`config.mk`:
```
export PLATFORM = sky130hd
export DESIGN_NAME = hazard_ctrl_flat
export DESIGN_NICKNAME = d
export VERILOG_FILES = /design/src/rtl/hazard_if.sv /design/src/rtl/hazard_ctrl.sv /design/src/flat_wrapper.sv
export SDC_FILE = /design/constraint.sdc
export NUM_CORES = 1
export LEC_CHECK = 0
export CORE_ASPECT_RATIO = 1.25
export CORE_MARGIN = 2
export CORE_UTILIZATION = 49
export DETAILED_ROUTE_END_ITERATION = 7
export PLACE_DENSITY = 0.94
export SLEW_MARGIN = 20
export SYNTH_ARGS = -nofsm -noshare
export SYNTH_HDL_FRONTEND = slang
export SYNTH_SLANG_ARGS = --single-unit
```
`constraint.sdc`:
```
create_clock -name clk -period 9.3 [get_ports clk]
set_clock_uncertainty 0.2 [all_clocks]
set_input_delay 2.325 -clock clk [delete_from_list [all_inputs] [get_ports clk]]
set_output_delay 2.325 -clock clk [all_outputs]
set_load 0.05 [all_outputs]
```
`src/rtl/hazard_if.sv`:
```
// Pipeline hazard-control bundle: ID/EX/MEM stage inputs and the buffer
// write/bubble/flush controls plus statistics returned by the controller.
interface hazard_if #(
  parameter int unsigned CNT_W = 16
);
  logic [5:0]       id_rs;
  logic [5:0]       id_rt;
  logic             id_uses_rt;
  logic [5:0]       ex_rd;
  logic             ex_RegWrite;
  logic [5:0]       mem_rd;
  logic             mem_RegWrite;
  logic             mem_Z;
  logic             mem_N;
  logic             mem_BrZ;
  logic             mem_BrN;
  logic             mem_jump;
  logic             mem_jump_mem;
  logic             pc_write;
  logic             ifid_write;
  logic             idex_bubble;
  logic             ifid_flush;
  logic             idex_flush;
  logic             exmem_flush;
  logic [CNT_W-1:0] stall_cycles;
  logic [CNT_W-1:0] flush_events;

  modport master (
    output id_rs, id_rt, id_uses_rt, ex_rd, ex_RegWrite, mem_rd, mem_RegWrite,
           mem_Z, mem_N, mem_BrZ, mem_BrN, mem_jump, mem_jump_mem,
    input  pc_write, ifid_write, idex_bubble, ifid_flush, idex_flush, exmem_flush,
           stall_cycles, flush_events
  );

  modport slave (
    input  id_rs, id_rt, id_uses_rt, ex_rd, ex_RegWrite, mem_rd, mem_RegWrite,
           mem_Z, mem_N, mem_BrZ, mem_BrN, mem_jump, mem_jump_mem,
    output pc_write, ifid_write, idex_bubble, ifid_flush, idex_flush, exmem_flush,
           stall_cycles, flush_events
  );
endinterface

```
`src/rtl/hazard_ctrl.sv`:
```
// Load-use stall and branch/jump flush controller for a 5-stage pipeline,
// with saturating stall-cycle and flush-event counters.
module hazard_ctrl #(
  parameter int unsigned CNT_W = 16
) (
  input  logic    clk,
  input  logic    rst_n,
  hazard_if.slave bus
);

  typedef enum logic {IDLE, STALL} state_t;

  state_t           state, state_nxt;
  logic [1:0]       rem, rem_nxt;
  logic             taken;
  logic             ex_hit;
  logic             mem_hit;
  logic [1:0]       need;
  logic [CNT_W-1:0] stall_cnt;
  logic [CNT_W-1:0] flush_cnt;

  // Register 0 is hardwired zero, so it never creates a dependency.
  always_comb begin
    taken   = (bus.mem_BrZ & bus.mem_Z) | (bus.mem_BrN & bus.mem_N) |
              bus.mem_jump | bus.mem_jump_mem;
    ex_hit  = bus.ex_RegWrite && (bus.ex_rd != 6'd0) &&
              ((bus.ex_rd == bus.id_rs) || (bus.id_uses_rt && (bus.ex_rd == bus.id_rt)));
    mem_hit = bus.mem_RegWrite && (bus.mem_rd != 6'd0) &&
              ((bus.mem_rd == bus.id_rs) || (bus.mem_rd == bus.id_rt && bus.id_uses_rt));
    need    = ex_hit ? 2'd2 : (mem_hit ? 2'd1 : 2'd0);
  end

  always_ff @(posedge clk or negedge rst_n) begin
    if (!rst_n) begin
      state <= IDLE;
      rem   <= 2'd0;
    end else begin
      state <= state_nxt;
      rem   <= rem_nxt;
    end
  end

  always_comb begin
    state_nxt = state;
    rem_nxt   = rem;
    case (state)
      IDLE: begin
        if (taken) begin
          rem_nxt = 2'd0;
        end else if (need == 2'd2) begin
          state_nxt = STALL;
          rem_nxt   = 2'd1;
        end
      end
      STALL: begin
        if (taken) begin
          state_nxt = IDLE;
          rem_nxt   = 2'd0;
        end else begin
          rem_nxt = rem - 2'd1;
          if (rem <= 2'd1) begin
            state_nxt = IDLE;
          end
        end
      end
      default: begin
        state_nxt = IDLE;
        rem_nxt   = 2'd0;
      end
    endcase
  end

  // Mealy controls; flush always wins over stall, reset forces the free-run values.
  always_comb begin
    bus.pc_write    = 1'b1;
    bus.ifid_write  = 1'b1;
    bus.idex_bubble = 1'b0;
    bus.ifid_flush  = 1'b0;
    bus.idex_flush  = 1'b0;
    bus.exmem_flush = 1'b0;
    if (rst_n) begin
      if (taken) begin
        bus.ifid_flush  = 1'b1;
        bus.idex_flush  = 1'b1;
        bus.exmem_flush = 1'b1;
      end else if ((state == STALL) || (need != 2'd0)) begin
        bus.pc_write    = 1'b0;
        bus.ifid_write  = 1'b0;
        bus.idex_bubble = 1'b1;
      end
    end
  end

  always_ff @(posedge clk or negedge rst_n) begin
    if (!rst_n) begin
      stall_cnt <= '0;
      flush_cnt <= '0;
    end else begin
      if (bus.idex_bubble && (stall_cnt != '1)) begin
        stall_cnt <= stall_cnt + CNT_W'(1);
      end
      if (taken && (flush_cnt != '1)) begin
        flush_cnt <= flush_cnt + CNT_W'(1);
      end
    end
  end

  assign bus.stall_cycles = stall_cnt;
  assign bus.flush_events = flush_cnt;

endmodule

```
`src/flat_wrapper.sv`:
```
// flat-port wrapper written by rule: the top's interface ports become plain ports
module hazard_ctrl_flat 
#(
  parameter int unsigned CNT_W = 16
)
  (clk, rst_n, bus_id_rs, bus_id_rt, bus_id_uses_rt, bus_ex_rd, bus_ex_RegWrite, bus_mem_rd, bus_mem_RegWrite, bus_mem_Z, bus_mem_N, bus_mem_BrZ, bus_mem_BrN, bus_mem_jump, bus_mem_jump_mem, bus_pc_write, bus_ifid_write, bus_idex_bubble, bus_ifid_flush, bus_idex_flush, bus_exmem_flush, bus_stall_cycles, bus_flush_events);
  hazard_if #(.CNT_W(CNT_W)) bus_i ();
  input  logic clk;
  input  logic rst_n;
  input wire logic [$bits(bus_i.id_rs)-1:0] bus_id_rs;
  input wire logic [$bits(bus_i.id_rt)-1:0] bus_id_rt;
  input wire logic [$bits(bus_i.id_uses_rt)-1:0] bus_id_uses_rt;
  input wire logic [$bits(bus_i.ex_rd)-1:0] bus_ex_rd;
  input wire logic [$bits(bus_i.ex_RegWrite)-1:0] bus_ex_RegWrite;
  input wire logic [$bits(bus_i.mem_rd)-1:0] bus_mem_rd;
  input wire logic [$bits(bus_i.mem_RegWrite)-1:0] bus_mem_RegWrite;
  input wire logic [$bits(bus_i.mem_Z)-1:0] bus_mem_Z;
  input wire logic [$bits(bus_i.mem_N)-1:0] bus_mem_N;
  input wire logic [$bits(bus_i.mem_BrZ)-1:0] bus_mem_BrZ;
  input wire logic [$bits(bus_i.mem_BrN)-1:0] bus_mem_BrN;
  input wire logic [$bits(bus_i.mem_jump)-1:0] bus_mem_jump;
  input wire logic [$bits(bus_i.mem_jump_mem)-1:0] bus_mem_jump_mem;
  output wire logic [$bits(bus_i.pc_write)-1:0] bus_pc_write;
  output wire logic [$bits(bus_i.ifid_write)-1:0] bus_ifid_write;
  output wire logic [$bits(bus_i.idex_bubble)-1:0] bus_idex_bubble;
  output wire logic [$bits(bus_i.ifid_flush)-1:0] bus_ifid_flush;
  output wire logic [$bits(bus_i.idex_flush)-1:0] bus_idex_flush;
  output wire logic [$bits(bus_i.exmem_flush)-1:0] bus_exmem_flush;
  output wire logic [$bits(bus_i.stall_cycles)-1:0] bus_stall_cycles;
  output wire logic [$bits(bus_i.flush_events)-1:0] bus_flush_events;
  assign bus_i.id_rs = bus_id_rs;
  assign bus_i.id_rt = bus_id_rt;
  assign bus_i.id_uses_rt = bus_id_uses_rt;
  assign bus_i.ex_rd = bus_ex_rd;
  assign bus_i.ex_RegWrite = bus_ex_RegWrite;
  assign bus_i.mem_rd = bus_mem_rd;
  assign bus_i.mem_RegWrite = bus_mem_RegWrite;
  assign bus_i.mem_Z = bus_mem_Z;
  assign bus_i.mem_N = bus_mem_N;
  assign bus_i.mem_BrZ = bus_mem_BrZ;
  assign bus_i.mem_BrN = bus_mem_BrN;
  assign bus_i.mem_jump = bus_mem_jump;
  assign bus_i.mem_jump_mem = bus_mem_jump_mem;
  assign bus_pc_write = bus_i.pc_write;
  assign bus_ifid_write = bus_i.ifid_write;
  assign bus_idex_bubble = bus_i.idex_bubble;
  assign bus_ifid_flush = bus_i.ifid_flush;
  assign bus_idex_flush = bus_i.idex_flush;
  assign bus_exmem_flush = bus_i.exmem_flush;
  assign bus_stall_cycles = bus_i.stall_cycles;
  assign bus_flush_events = bus_i.flush_events;
  hazard_ctrl #(.CNT_W(CNT_W)) u_core (.clk(clk), .rst_n(rst_n), .bus(bus_i));
endmodule
```
After elaboration in Yosys (flattened, before gate mapping)
Index checks and enable logic that the tools add are counted.

Register bits after elaboration: 35. Latch bits: 0. Bits in writable memories: 0. ROM bits: 0. Input port bits: 35. Output and inout bits: 38. Word-level logic and storage cells: 55. Memories kept: 0.

Add/sub/neg operators: 3. $mul: 0. Divide/modulo/power cells: 0. Order comparisons: 1. Equality and inequality tests: 8. Shift operators: 0. Muxes and demuxes: 19. Bitwise gates (word level): 6. Reductions and logical operators: 14.

Operators with widths (number): 16-bit by 1-bit adder with 16-bit output, second input constant (2); 16-bit != test, second input constant (2); 6-bit equality test (4); 1-bit 2-to-1 mux (13); 6-bit nonzero test (2); 1-bit logical AND (8); 2-bit 2-to-1 mux (4); 2-bit one-hot mux with 2 select lines (1); 1-bit logical OR (3); 3-bit by 1-bit != test with 1-bit output, second input constant (1); 1-bit OR (3); 1-bit AND (2); 2-bit equality test, second input constant (1); 2-bit by 1-bit less-or-equal comparator with 1-bit output, second input constant (1); 1-bit one-hot mux with 2 select lines (1); 2-bit nonzero test (1); 2-bit by 1-bit subtractor with 2-bit output, second input constant (1); 1-bit inverter (1).

Depth between registers and ports, before layout
Depth in word-level cells: 12. Depth in mapped cells: 7. Depth with buffers taken out: 7.

Worst setup path before layout
OpenSTA, ideal clock, no wires.

Path type: input -> output. Start point: in bus_ex_rd[1]. End point: out bus_pc_write. Arrival: 4.521 ns. Required time: 6.775 ns. Path slack: 2.254 ns. Stages: 6. Buffers on the path: 2. Cell sequence: or4_1 -> o31a_1 -> a221oi_4 -> buf_6 -> nand2b_1 -> buf_4.

Word-level cells in the longest chain between the ends: 10. Elaborated cells on any way between the ends: 13. Classes of those cells: 2 x eq/ne; 4 x mux; 7 x reduce/logical.

RTL lines: start, declared (RTL line flat_wrapper.sv:13) `input wire logic [$bits(bus_i.ex_rd)-1:0] bus_ex_rd;`; 6-bit equality test (RTL line hazard_ctrl.sv:27) `((bus.ex_rd == bus.id_rs) || (bus.id_uses_rt && (bus.ex_rd == bus.id_rt)));`; 1-bit logical AND (RTL line hazard_ctrl.sv:27); 1-bit logical OR (RTL line hazard_ctrl.sv:27); 1-bit logical AND * (RTL line hazard_ctrl.sv:26) `ex_hit = bus.ex_RegWrite && (bus.ex_rd != 6'd0) &&`; 2-bit 2-to-1 mux * (RTL line hazard_ctrl.sv:30) `need = ex_hit ? 2'd2 : (mem_hit ? 2'd1 : 2'd0);`; 2-bit nonzero test * (RTL line hazard_ctrl.sv:86) `end else if ((state == STALL) || (need != 2'd0)) begin`; 1-bit logical OR * (RTL line hazard_ctrl.sv:86); 1-bit 2-to-1 mux * (3 in series); end, declared (RTL line flat_wrapper.sv:23) `output wire logic [$bits(bus_i.pc_write)-1:0] bus_pc_write;`.

Every way passes the cells marked *; elsewhere a longest branch is shown, timed or not.

Worst setup path after layout
Start point: in bus_ex_rd[1]. End point: out bus_ifid_write.

Word-level cells in the longest chain between the ends: 10. Elaborated cells on any way between the ends: 13. Classes of those cells: 2 x eq/ne; 4 x mux; 7 x reduce/logical.

RTL lines: 6-bit equality test (RTL line hazard_ctrl.sv:27); 1-bit logical AND (RTL line hazard_ctrl.sv:27); 1-bit logical OR (RTL line hazard_ctrl.sv:27); 1-bit logical AND * (RTL line hazard_ctrl.sv:26); 2-bit 2-to-1 mux * (RTL line hazard_ctrl.sv:30); 2-bit nonzero test * (RTL line hazard_ctrl.sv:86); 1-bit logical OR * (RTL line hazard_ctrl.sv:86); 1-bit 2-to-1 mux * (RTL line hazard_ctrl.sv:86); 1-bit 2-to-1 mux * (RTL line hazard_ctrl.sv:82) `if (taken) begin`; 1-bit 2-to-1 mux * (RTL line hazard_ctrl.sv:81) `if (rst_n) begin`; end, declared (RTL line flat_wrapper.sv:24) `output wire logic [$bits(bus_i.ifid_write)-1:0] bus_ifid_write;`.

Marked as above.

==> results.ini <==
[route]
drc = 0
ant_nets = 0
routed-via-count = 1751
drt_pass1_iterations = 4
avgViaCountPerCell = 5.26
drtIter0Drc = 36
wirelength_um = 4950
wl_per_cell_um = 14.9

[worst_setup_path]
worstPathMaxFanout = 16
max_stage_delay_ns = 0.83
reg2reg_slack_ns = 6.90
crit_path_end_kind = primary output
crit_required_ns = 6.78
rr_startpoint = u_core.bus.stall_cycles[0]$_DFFE_PN0P_
cp-start-kind = input port
critPathCapture = bus_ifid_write
crit_path_frequent_cell = clkdlybuf4s50_1
crit_arrival_ns = 5.26
path_depth = 7
crit_family = buffers and inverters
rr_worst_depth = 6
cp_slowest_cell = clkdlybuf4s50_1
crit_type = input port to primary output
rr_endpoint = u_core.bus.stall_cycles[1]$_DFFE_PN0P_
crit_chain = clkdlybuf4s50_1 -> or4_1 -> o31a_1 -> a221oi_4 -> buf_4 -> nand2b_1 -> clkdlybuf4s50_1
critical_path.startpoint = bus_ex_rd[1]
cp_num_buf_inv = 3

[power]
power.internal_uw = 290
pwr-share-clk_pct = 22.4
p_leak_nw = 1.20
swShare_pct = 37.3
p_seq_share_pct = 41.4
combPwrFrac_pct = 36.2
switchingPower_uw = 172
p_per_area_nw_per_um2 = 159
ir_worst_vdd_uv = 188

[global_route]
grt_usage_pct = 21.8
antenna_found_initial = 0
grt_pass1_wl_um = 7710
grt.overflow.total = 0
grt_max_degree = 38
grt_pass1_vias = 1750

[synth]
yosys_warnings = 0
yosys.area.top_type = dfrtp_1
seq_area_frac_synth_pct = 42.5
ys.flop_type = dfrtp_1
synth_edf_count = 0
synth_nets = 237
synthTopCellsByArea = dfrtp_1, xnor2_1, xor2_1
async_flop_share_pct = 100
synth.top_cell.area_share_pct = 42.5
synth.ff_latch_count = 35
synth.distinct_cells = 36
syn_area_per_cell_um2 = 10.3
synthCells = 199
syn_area_um2 = 2060

[placed_design]
place_hpwl_um = 3840
gp_congestion = 0.815
port_buffers = 72

[cells_and_area]
multi_input_area_um2 = 1130
fill_cells = 293
syn2layout_area_growth_pct = 41.4
seq_area_um2 = 876
fin_nets = 314
layout-drive-gt1-share_pct = 7.58
num_antenna_cells = 0

[cts]
cts.clk_slew.worst_paths_ns = 0.07
post_cts_buffers = 0
tritoncts = yes
holdBufCountCts = 0
cts_resized = 0
clockBufferDepth = 2
clock_latency_ns = 0.29
cts.sinks = 35
cts_root_buf = clkbuf_8
h-tree-depth = 2
cts_made_buffers = 5

[floorplan]
initial_core_util_pct = 50.6
fp.dieW_um = 62.0
core_area_um2 = 4070
dieArea_um2 = 4740
placementRows = 26
num_io_pins = 73
die_y_um = 76.5

[sta]
setup_tns_ns = 0
fin_crit_ns = 7.78
fmax_ghz = 0.129
final_hold_viol_count = 0
slew_headroom_pct = 59.1
max_slew.worst_pin.slew_ns = 0.613
whs_ns = 0.295
fin_crit_sh_pct = 83.7
slew_violations = 0
rsz0062_at_grt = no
setup_viol = 0

[min_path]
hold_path.class = flip-flop to flip-flop
hold_path_depth = 1

[status]
status = finished, final reports clean

[job]
drv_cap = 0

layout by cell type (no fill, tap or decap), types with 2 or more instances in the layout:
cell | synthesis | layout
clkdlybuf4s50_1 | 0 | 72
dfrtp_1 | 35 | 35
xnor2_1 | 33 | 33
nand2_1 | 23 | 23
xor2_1 | 21 | 21
nand4_1 | 12 | 12
nor2_1 | 12 | 12
nand3_1 | 8 | 8
nor3_2 | 5 | 5
clkbuf_8 | 0 | 5
nor4_1 | 4 | 4
nand3b_1 | 3 | 3
and3_1 | 3 | 3
ha_1 | 3 | 3
inv_1 | 2 | 2
o22ai_1 | 2 | 2
or4_1 | 2 | 2
o31a_1 | 2 | 2
inv_2 | 2 | 2
nor3b_1 | 2 | 2
a21oi_1 | 2 | 2
nor3_1 | 2 | 2
nor4b_1 | 2 | 2
nor3b_2 | 2 | 2
a211oi_1 | 2 | 2
clkbuf_1 | 0 | 2
buf_4 | 3 | 2
power groups by stage:
stage / clock, mW / sequential [mW] / combinational [mW]
final: 0.104 / 0.191 / 0.167
after global routing: 0.112 / 0.195 / 0.177
after CTS: 0.106 / 0.192 / 0.169
after detailed placement: 0 / 0.194 / 0.168
after global placement: 0 / 0.193 / 0.165
after floorplan: 0 / 0.247 / 0.0481
layout make-up:
class                   count  area share [%]
clock inverters             1           0.172
flip-flops and latches     35            30.1
well taps                  56            2.41
clock buffers               7            2.62
inverters                   4           0.515
multi-input cells         156            39.0
repair buffers             74            25.3
how the worst min path moves through the flow:
stage	from	to	slack, ns
after floorplan	u_core.rem[0]$_DFFE_PN0P_	u_core.rem[0]$_DFFE_PN0P_	0.26
after CTS	u_core.bus.stall_cycles[6]$_DFFE_PN0P_	u_core.bus.stall_cycles[6]$_DFFE_PN0P_	0.30
final	u_core.bus.stall_cycles[6]$_DFFE_PN0P_	u_core.bus.stall_cycles[6]$_DFFE_PN0P_	0.29
after global placement	u_core.bus.stall_cycles[6]$_DFFE_PN0P_	u_core.bus.stall_cycles[6]$_DFFE_PN0P_	0.28
after detailed placement	u_core.bus.flush_events[6]$_DFFE_PN0P_	u_core.bus.flush_events[6]$_DFFE_PN0P_	0.29
after global routing	u_core.bus.stall_cycles[6]$_DFFE_PN0P_	u_core.bus.stall_cycles[6]$_DFFE_PN0P_	0.32
kinds of logic (layout without fill, tap and decap cells):
kind of cell / after synthesis / in the layout / synth area share, %
AOI/OAI and AO/OA: 14 / 14 / 6.38
xor gates and xnor gates: 54 / 54 / 23.0
adders and majority gates: 3 / 3 / 1.82
buffers and inverters: 8 / 86 / 2.37
DFF: 35 / 35 / 42.5
muxes: 2 / 2 / 1.28
and+or+nand+nor: 83 / 83 / 22.7
registers in the layout (all words and copies together), names as in the netlist:
signal and cells:
u_core.bus.flush_events 16, u_core.rem 2, u_core.state 1, u_core.bus.stall_cycles 16
synthesized netlist by cell type (2+ instances only):
library cell and instances:
a211oi_1 2, a21oi_1 2, and3_1 3, buf_4 3
dfrtp_1 35, ha_1 3, inv_1 2, inv_2 2
nand2_1 23, nand3_1 8, nand3b_1 3, nand4_1 12
nor2_1 12, nor3_1 2, nor3_2 5, nor3b_1 2
nor3b_2 2, nor4_1 4, nor4b_1 2, o22ai_1 2
o31a_1 2, or4_1 2, xnor2_1 33, xor2_1 21
metal layers:
| layer | part of all wire [%] | track usage (%) | vias up |
|---|---|---|---|
| met2 | 52 | 37.6 | 58 |
| met3 | 8.8 | 5.77 | 5 |
| met5 | 0 | 0 | - |
| li1 | - | - | 849 |
| met4 | 1.6 | 7.87 | 0 |
| met1 | 38 | 24.4 | 839 |
metrics by stage:
| step | total power, mW | area [um2] | setup WS [ns] | cells | util, % |
|---|---|---|---|---|---|
| after floorplan | 0.295 | 2060 | 2.25 | 199 | - |
| after global placement | 0.359 | 2830 | 1.57 | 325 | 69.6 |
| after detailed placement | 0.362 | 2830 | 1.52 | 325 | 69.6 |
| after CTS | 0.466 | 2910 | 1.51 | 333 | 71.6 |
| after global routing | 0.485 | 2910 | 1.42 | 333 | 71.6 |
| final | 0.462 | 2910 | 1.52 | 333 | 71.6 |
(Power assumes the default switching activity.)
